$ cat config.mk
export PLATFORM = sky130hd
export DESIGN_NAME = sha512_padder
export DESIGN_NICKNAME = d
export VERILOG_FILES = /design/src/rtl/sha512_pkg.sv /design/src/rtl/sha512_last_word_mask.sv /design/src/rtl/sha512_padder.sv
export SDC_FILE = /design/constraint.sdc
export NUM_CORES = 2
export LEC_CHECK = 0
export BUFFER_PORTS_ARGS = -buffer_cell sky130_fd_sc_hd__buf_2
export CAP_MARGIN = 20
export CORE_AREA = 4 4 430 432
export DETAILED_ROUTE_END_ITERATION = 10
export DIE_AREA = 0 0 434 436
export PLACE_DENSITY = 0.43
export SYNTH_ARGS = -nofsm -noshare
export SYNTH_HDL_FRONTEND = slang
export SYNTH_SLANG_ARGS = --single-unit
$ cat constraint.sdc
create_clock -name clk_i -period 4.3 [get_ports clk_i]
set_clock_uncertainty 0.15 [all_clocks]
set_input_delay 0.645 -clock clk_i [delete_from_list [all_inputs] [get_ports clk_i]]
set_output_delay 0.645 -clock clk_i [all_outputs]
set_load 0.01 [all_outputs]
$ cat src/rtl/sha512_pkg.sv
// Shared types and constants for the SHA-512 message padder.
package sha512_pkg;

    typedef enum logic [1:0] {
        ST_FILL,
        ST_PAD,
        ST_LEN,
        ST_EMIT
    } state_e;

    localparam int unsigned SHA512_BLOCK_WORDS  = 16;
    localparam int unsigned SHA512_LEN_WORD_IDX = 14;
    localparam logic [63:0] SHA512_PAD_WORD     = 64'h8000_0000_0000_0000;

endpackage

$ cat src/rtl/sha512_last_word_mask.sv
// Last-word formatting: keeps bytes below the valid count, inserts 0x80 after
// them and zeroes the rest. Counts above 8 are clamped to 8.
module sha512_last_word_mask (
    input  logic [63:0] data_i,
    input  logic [3:0]  bytes_i,
    output logic [63:0] word_o,
    output logic [3:0]  nbytes_o,
    output logic        full_o
);

    always_comb begin
        nbytes_o = (bytes_i > 4'd8) ? 4'd8 : bytes_i;
        full_o   = (nbytes_o == 4'd8);
        word_o   = '0;
        for (int unsigned b = 0; b < 8; b++) begin
            if (b < 32'(nbytes_o)) begin
                word_o[63 - 8*b -: 8] = data_i[63 - 8*b -: 8];
            end else if (b == 32'(nbytes_o)) begin
                word_o[63 - 8*b -: 8] = 8'h80;
            end
        end
    end

endmodule

$ cat src/rtl/sha512_padder.sv
// SHA-512 message padder: packs 64-bit big-endian words into 1024-bit blocks
// and appends the 0x80 marker, zero fill and 128-bit bit length.
module sha512_padder
    import sha512_pkg::*;
#(
    parameter int unsigned DataWidth  = 64,
    parameter int unsigned BlockWidth = 1024,
    parameter int unsigned LenWidth   = 128
) (
    input  logic                  clk_i,
    input  logic                  rst_i,
    input  logic [DataWidth-1:0]  data_i,
    input  logic                  valid_i,
    input  logic                  last_i,
    input  logic [3:0]            bytes_i,
    output logic                  ready_o,
    output logic [BlockWidth-1:0] block_o,
    output logic                  block_valid_o,
    output logic                  block_first_o,
    output logic                  block_last_o,
    input  logic                  block_ready_i
);

    state_e               state_q, state_d;
    logic [3:0]           widx_q, widx_d;
    logic [LenWidth-1:0]  bitlen_q, bitlen_d;
    logic                 pad_pending_q, pad_pending_d;
    logic                 first_q, first_d;
    logic                 final_q, final_d;
    logic                 last_seen_q, last_seen_d;
    logic [DataWidth-1:0] buf_q [SHA512_BLOCK_WORDS];
    logic [DataWidth-1:0] buf_d [SHA512_BLOCK_WORDS];

    logic                 wr_en;
    logic [DataWidth-1:0] wr_word;
    logic [63:0]          mask_word;
    logic [3:0]           mask_nbytes;
    logic                 mask_full;
    logic [127:0]         len_field;

    sha512_last_word_mask u_mask (
        .data_i   (data_i),
        .bytes_i  (bytes_i),
        .word_o   (mask_word),
        .nbytes_o (mask_nbytes),
        .full_o   (mask_full)
    );

    assign len_field = 128'(bitlen_q);

    always_comb begin
        state_d       = state_q;
        widx_d        = widx_q;
        bitlen_d      = bitlen_q;
        pad_pending_d = pad_pending_q;
        first_d       = first_q;
        final_d       = final_q;
        last_seen_d   = last_seen_q;
        buf_d         = buf_q;
        wr_en         = 1'b0;
        wr_word       = '0;

        unique case (state_q)
            ST_FILL: begin
                if (valid_i) begin
                    wr_en = 1'b1;
                    if (last_i) begin
                        wr_word       = mask_word;
                        bitlen_d      = bitlen_q + LenWidth'({mask_nbytes, 3'b000});
                        pad_pending_d = mask_full;
                        last_seen_d   = 1'b1;
                    end else begin
                        wr_word  = data_i;
                        bitlen_d = bitlen_q + LenWidth'(DataWidth);
                    end
                end
            end
            ST_PAD: begin
                wr_en = 1'b1;
                if (pad_pending_q) begin
                    wr_word       = SHA512_PAD_WORD;
                    pad_pending_d = 1'b0;
                end
            end
            ST_LEN: begin
                buf_d[SHA512_LEN_WORD_IDX]     = len_field[127:64];
                buf_d[SHA512_LEN_WORD_IDX + 1] = len_field[63:0];
                final_d                        = 1'b1;
                state_d                        = ST_EMIT;
            end
            ST_EMIT: begin
                if (block_ready_i) begin
                    widx_d  = '0;
                    first_d = 1'b0;
                    if (final_q) begin
                        bitlen_d    = '0;
                        first_d     = 1'b1;
                        final_d     = 1'b0;
                        last_seen_d = 1'b0;
                        state_d     = ST_FILL;
                    end else begin
                        state_d = last_seen_q ? ST_PAD : ST_FILL;
                    end
                end
            end
            default: state_d = ST_FILL;
        endcase

        // Shared word write and routing for FILL and PAD; the decision uses the
        // post-write flags so a last word landing at index 13 goes straight to LEN.
        if (wr_en) begin
            buf_d[widx_q] = wr_word;
            widx_d        = widx_q + 4'd1;
            if (widx_q == 4'd15) begin
                state_d = ST_EMIT;
            end else if (last_seen_d && widx_d == 4'(SHA512_LEN_WORD_IDX) && !pad_pending_d) begin
                state_d = ST_LEN;
            end else if (last_seen_d) begin
                state_d = ST_PAD;
            end else begin
                state_d = ST_FILL;
            end
        end
    end

    always_ff @(posedge clk_i) begin
        if (rst_i) begin
            state_q       <= ST_FILL;
            widx_q        <= '0;
            bitlen_q      <= '0;
            pad_pending_q <= 1'b0;
            first_q       <= 1'b1;
            final_q       <= 1'b0;
            last_seen_q   <= 1'b0;
            for (int unsigned i = 0; i < SHA512_BLOCK_WORDS; i++) begin
                buf_q[i] <= '0;
            end
        end else begin
            state_q       <= state_d;
            widx_q        <= widx_d;
            bitlen_q      <= bitlen_d;
            pad_pending_q <= pad_pending_d;
            first_q       <= first_d;
            final_q       <= final_d;
            last_seen_q   <= last_seen_d;
            for (int unsigned i = 0; i < SHA512_BLOCK_WORDS; i++) begin
                buf_q[i] <= buf_d[i];
            end
        end
    end

    always_comb begin
        block_o = '0;
        for (int unsigned w = 0; w < SHA512_BLOCK_WORDS; w++) begin
            block_o[BlockWidth - 1 - DataWidth*w -: DataWidth] = buf_q[w];
        end
    end

    assign ready_o       = (state_q == ST_FILL);
    assign block_valid_o = (state_q == ST_EMIT);
    assign block_first_o = block_valid_o & first_q;
    assign block_last_o  = block_valid_o & final_q;

endmodule

# [Word level (Yosys, flattened, before mapping)]
# Cells that the tools add are included.
[totals] inputBits=73 ff_bits=1162
[op_classes] n_bitwise=3 n_eq_ne=17 n_addsub=3 magnitude_cmp=11 n_mux=55 reduce_logical=16
[op_table] operator="bitwise mux 1024 bit" n=1
[op_table] operator="two-way mux 128 bit" n=6
[op_table] operator="demux 64 bit (select 4 bit)" n=1
[op_table] operator="two-way mux 64 bit" n=4
[op_table] operator="case mux 128 bit (2 select lines)" n=1
[op_table] operator="adder 128 x 7 -> 128 bit" n=1
[op_table] operator="adder 128 x 7 -> 128 bit (second input constant)" n=1
[op_table] operator="two-way mux 8 bit" n=16
[op_table] operator="case mux 64 bit (2 select lines)" n=1
[op_table] operator="equality test 3 x 4 -> 1 bit (first input constant)" n=4
[op_table] operator="less-than comparator 3 x 4 -> 1 bit (first input constant)" n=4
[op_table] operator="two-way mux 4 bit" n=4
[op_table] operator="equality test 4 bit (second input constant)" n=3
[op_table] operator="two-way mux 1 bit" n=12
[op_table] operator="equality test 2 x 4 -> 1 bit (first input constant)" n=2
[op_table] operator="less-than comparator 1 x 4 -> 1 bit (first input constant)" n=2
[op_table] operator="less-than comparator 2 x 4 -> 1 bit (first input constant)" n=2
[op_table] operator="two-way mux 2 bit" n=4
[op_table] operator="case mux 1 bit (2 select lines)" n=4
[op_table] operator="AND reduction 2 bit" n=4
[op_table] operator="nonzero test 2 bit" n=4
[op_table] operator=">= comparator 5 bit (second input constant)" n=1
[op_table] operator="less-than comparator 5 x 1 -> 1 bit (second input constant)" n=1
[op_table] operator="NOT 4 -> 5 bit" n=1
[op_table] operator="other kinds (16)" n=21

# [Logic depth before layout (Yosys ltp)]
[logic_depth] word_depth=11 mapped_depth=12 ltp_nobuf=9

# [Hierarchy]
# Synthesis repeated with hierarchy kept, for this count alone.
[hier_totals] cells_unflattened=5776 hier_area_um2=45451.1
[modules_own_cells] module="sha512_padder" n_inst=1 area_per_inst_um2=44829.2 seq_area_each_um2=23202.3 cells_each=5683
[modules_own_cells] module="sha512_last_word_mask" n_inst=1 area_per_inst_um2=621.8 seq_area_each_um2=0.0 cells_each=93

# [Worst setup path after synthesis]
# No wires, ideal clock.
[synth_path] path_kind="input to register" startpoint="input bytes_i[1]" endpoint="register bitlen_q[119]" setup_slack_ns=0.937 setup_ns=0.132 stages=10 arrival_ns=3.081 required_time_ns=4.018 cell_sequence="clkbuf_1 > nor2b_1 > fa_1 > nand3_1 > a31oi_1 > nand4_1 > or4_1 > clkbuf_1 > o41ai_1 > a21oi_1"
[synth_between] elab_chain_len=6
[synth_rtl] item="start: declaration" line="sha512_padder.sv:15" rtl="input logic [3:0] bytes_i,"
[synth_rtl] item="greater-than comparator 4 bit" line="sha512_last_word_mask.sv:12" rtl="nbytes_o = (bytes_i > 4'd8) ? 4'd8 : bytes_i;"
[synth_rtl] item="two-way mux 4 bit *" line="sha512_last_word_mask.sv:12"
[synth_rtl] item="adder 128 x 7 -> 128 bit *" line="sha512_padder.sv:69" rtl="bitlen_d = bitlen_q + LenWidth'({mask_nbytes, 3'b000});"
[synth_rtl] item="two-way mux 128 bit *" line="sha512_padder.sv:67" rtl="if (last_i) begin"
[synth_rtl] item="two-way mux 128 bit *" line="sha512_padder.sv:65" rtl="if (valid_i) begin"
[synth_rtl] item="case mux 128 bit (2 select lines) *" line="sha512_padder.sv:63" rtl="unique case (state_q)"
[synth_rtl] item="end signal: assignment" line="sha512_padder.sv:141" rtl="bitlen_q <= bitlen_d;"
[synth_rtl] item="end: declaration" line="sha512_padder.sv:26" rtl="logic [LenWidth-1:0] bitlen_q, bitlen_d;"
# Every way passes the cells marked *; elsewhere a longest branch is shown, timed or not. The select of a mux whose other input is x is not followed.
# A chain may end at the register's enable or synchronous reset.

# [Worst setup path in the final report]
[layout_path] startpoint="register bitlen_q[43]" endpoint="register bitlen_q[118]"
[layout_between] elab_chain_len=4
[layout_rtl] item="adder 128 x 7 -> 128 bit (on tied branches)" line="sha512_padder.sv:74, sha512_padder.sv:69"
[layout_rtl] item="two-way mux 128 bit *" line="sha512_padder.sv:67"
[layout_rtl] item="two-way mux 128 bit *" line="sha512_padder.sv:65"
[layout_rtl] item="case mux 128 bit (2 select lines) *" line="sha512_padder.sv:63"
# Marked as above.

==> summary.md <==
| Metric | Value |
|---|---|
| Status | `finished, final reports clean` |
| CTS buffer count | `140` |
| Row count | `156` |
| H-tree depth | `4` |
| Synth unique cells | `63` |
| CP arrival | `4.05 ns` |
| Setup bufs post-CTS | `0` |
| DP Area | `52900 sq um` |
| Clk sink count | `approximately 1200` |
| Pwr/cell area | `483 nW/um^2` |
| Wire length per cell | `26.7 um` |
| Final WL | `241000 um` |
| Vias per Instance | `4.80` |
| Core area | `181000 sq um` |
| Finished Layout Cells | `approximately 9000` |
| Die Height | `436 um` |
| Slew Viols, Final | `0` |
| Clk_lat worst skew | `0.81 ns` |
| Clock network power share | `0.436` |
| Initial DRC Count | `roughly 3800` |
| Final net count | `6626` |
| Maximum vdd drop | `0.000407 V` |
| Initial Util | `0.245` |
| # setup viols final | `0` |
| Ys Warns | `0` |
| Critical path peak fanout | `9` |
| Gate power share | `0.166` |
| LEAKAGE | `roughly 24 nW` |
| Top FF cell, synth | `dfxtp_1` |
| TritonCTS clock tree | `done` |
| Worst Hold Margin | `0.156 ns` |
| Setup TNS | `0 ns` |
| Final setup margin | `0.813 ns` |
| Area Growth Syn to Fin | `30.4%` |
| Detail Route Antenna Nets | `0` |
| Vias in the first global route | `around 40000` |
| CP Capture Type | `flop` |
| Critical Path RT | `4.86 ns` |
| Layout filler cell count | `19300` |
| Unrepaired setup endpoints after global routing | `false` |
| Max-cap violations | `0` |
| Slew of the pin with the lowest slew margin | `roughly 1.3 ns` |
| Design area | `57600 sq um` |
| Post-Synthesis Cell Area | `44200 sq um` |
| Sw Pwr | `8.92 mW` |
| Layout cell share with drive strength beyond 1 | `0.237` |
| Clock Tree Buf Depth | `3` |
| FF+latch count, synth | `1159` |
| Net Count, Synth | `5680` |
| Fin util | `0.319` |
| Peak Freq | `0.287 GHz` |
| Antenna violations before repair | `26` |
| Hold-critical path depth | `5` |
| Slew HR | `0.125` |
| Crit path launch type | `flop` |
| Final Power | `27.9 mW` |
| Synth Instances | `roughly 5600` |
| FFs w/ async S/R, synth | `0` |
| Switch share | `0.320` |
| Drt drc | `0` |
| Hold WC Path Type | `input port to flop` |
| GRT Total Usage | `0.245` |
| Internal power | `18.9 mW` |
| Commonest non-fill, non-tap cell in the layout | `nor2_1` |
| Number of top-level pins | `1101` |
| Sequential share of power | `0.398` |
| Global route overflow | `0` |
| Clock Tree Root | `clkbuf_16` |
| Worst reg2reg path depth | `6` |
| Die Area | `~190000 sq um` |
| Routed via count | `about 43000` |
| DP HPWL | `about 170000 um` |
| Buffers on Ports | `1100` |
| Avg Inst Size Synth | `7.91 sq um` |
| Most frequent cells in the layout | `1889 x nor2_1, 1159 x dfxtp_1, 1099 x buf_2` |
| Clock slew at reported path FFs | `0.06 ns` |
| GPL Wtd Cong | `0.914` |
| Post-synth EDFFs | `0` |
| Tcrit/Tclk final | `0.811` |
| Seq/Total Area, Yosys | `0.525` |
| Placed cells | `8766` |
| Placement Setup Slack | `0.471 ns` |
| Chip width | `434 um` |
| Minimum clock period | `around 3.5 ns` |
| First-pass GRT wire length | `329000 um` |
| Crit Path Class | `flop to flop` |
| Largest net degree at the start of global routing | `218` |
| DRT Pass-1 Iters | `5` |
| Hold Vio Cnt, Final | `0` |
==> registers in the layout, indices dropped and copies added, names as in the netlist <==
register and count:
widx_q 4, final_q 1, bitlen_q 125, last_seen_q 1
block_o 1024, state_q 2, first_q 1, pad_pending_q 1
==> cell usage after synthesis, types with 18 or more instances <==
library cell / count / share of area
or3_1: 44 / 0.0062
xnor2_1: 52 / 0.010
nor2b_1: 129 / 0.018
a211oi_1: 247 / 0.042
and3_1: 26 / 0.0037
nand4_1: 69 / 0.0098
inv_1: 30 / 0.0025
nand2_1: 126 / 0.011
clkbuf_1: 444 / 0.038
and4_1: 18 / 0.0036
xor2_1: 19 / 0.0038
nand3_1: 82 / 0.0093
a21oi_1: 937 / 0.11
mux2i_1: 37 / 0.0084
or4_1: 18 / 0.0031
o21ai_0: 44 / 0.0050
dfxtp_1: 1159 / 0.52
nor3_1: 45 / 0.0051
nor4_1: 45 / 0.0064
nor2_1: 1890 / 0.16
==> critical path: stages, from the launching register on <==
cell and delay, ns:
dfxtp_1 0.41, nand3_1 0.28, nor4_1 0.88, nand4_1 0.47
or4_1 0.62, or4_1 0.44, a21oi_1 0.14
==> path summary, 6_finish.rpt <==
| check | startpoint | endpoint | slack [ns] |
|---|---|---|---|
| hold reg to reg | first_q$_SDFFE_PP1P_ | first_q$_SDFFE_PP1P_ | 0.32 |
| setup reg to reg | bitlen_q[43]$_SDFFE_PP0P_ | bitlen_q[118]$_SDFFE_PP0P_ | 0.81 |
| hold / removal | data_i[37] | block_o[997]$_SDFFE_PP0P_ | 0.16 |
| setup / recovery | bitlen_q[43]$_SDFFE_PP0P_ | bitlen_q[118]$_SDFFE_PP0P_ | 0.81 |
==> metal layers <==
layer,routed length (um),GRT usage,vias to the layer above
li1,-,-,20700
met4,10800,0.102,6
met5,45,0,-
met1,95200,0.288,20700
met2,118000,0.422,1573
met3,17300,0.0647,338
==> power groups by stage <==
| stage | Sequential [mW] | Combinational, mW | Clock, mW |
|---|---|---|---|
| 6_report | 11.1 | 4.62 | 12.1 |
| 3_5_place_dp | 11.3 | 4.70 | 0 |
| 3_3_place_gp | 11.3 | 4.67 | 0 |
| 2_1_floorplan | 11.4 | 1.89 | 0 |
| 5_1_grt | 11.1 | 4.88 | 12.8 |
| 4_1_cts | 11.1 | 4.71 | 12.4 |
==> cell type report <==
type	count	area [sq um]	area share
Inverter	30	113	0.00195
Tap cell	2370	2970	0.0514
Clock buffer	210	4170	0.0723
Sequential cell	1159	23200	0.403
Clock inverter	42	488	0.00847
Timing Repair Buffer	1270	7190	0.125
Antenna cell	11	27.5	0.000478
Multi-Input combinational cell	3938	19500	0.338
==> logic make-up (layout without fill, tap and decap cells) <==
logic type | after synthesis | in the layout | share of synthesized area
buffers and inverters | 496 | 1552 | 0.0423
other | 0 | 11 | 0
AOI/OAI and AO/OA | 1277 | 1277 | 0.161
DFF | 1159 | 1159 | 0.525
and+or+nand+nor | 2538 | 2538 | 0.245
adders and majority gates | 14 | 14 | 0.00413
xor gates and xnor gates | 71 | 71 | 0.0141
muxes | 38 | 38 | 0.00863
==> repair_timing <==
item	in CTS	in global routing
resized for setup	0	0
hold buffers	1	0
endpoints found under the hold margin	1	0
Power figures use the tool's default switching activity.
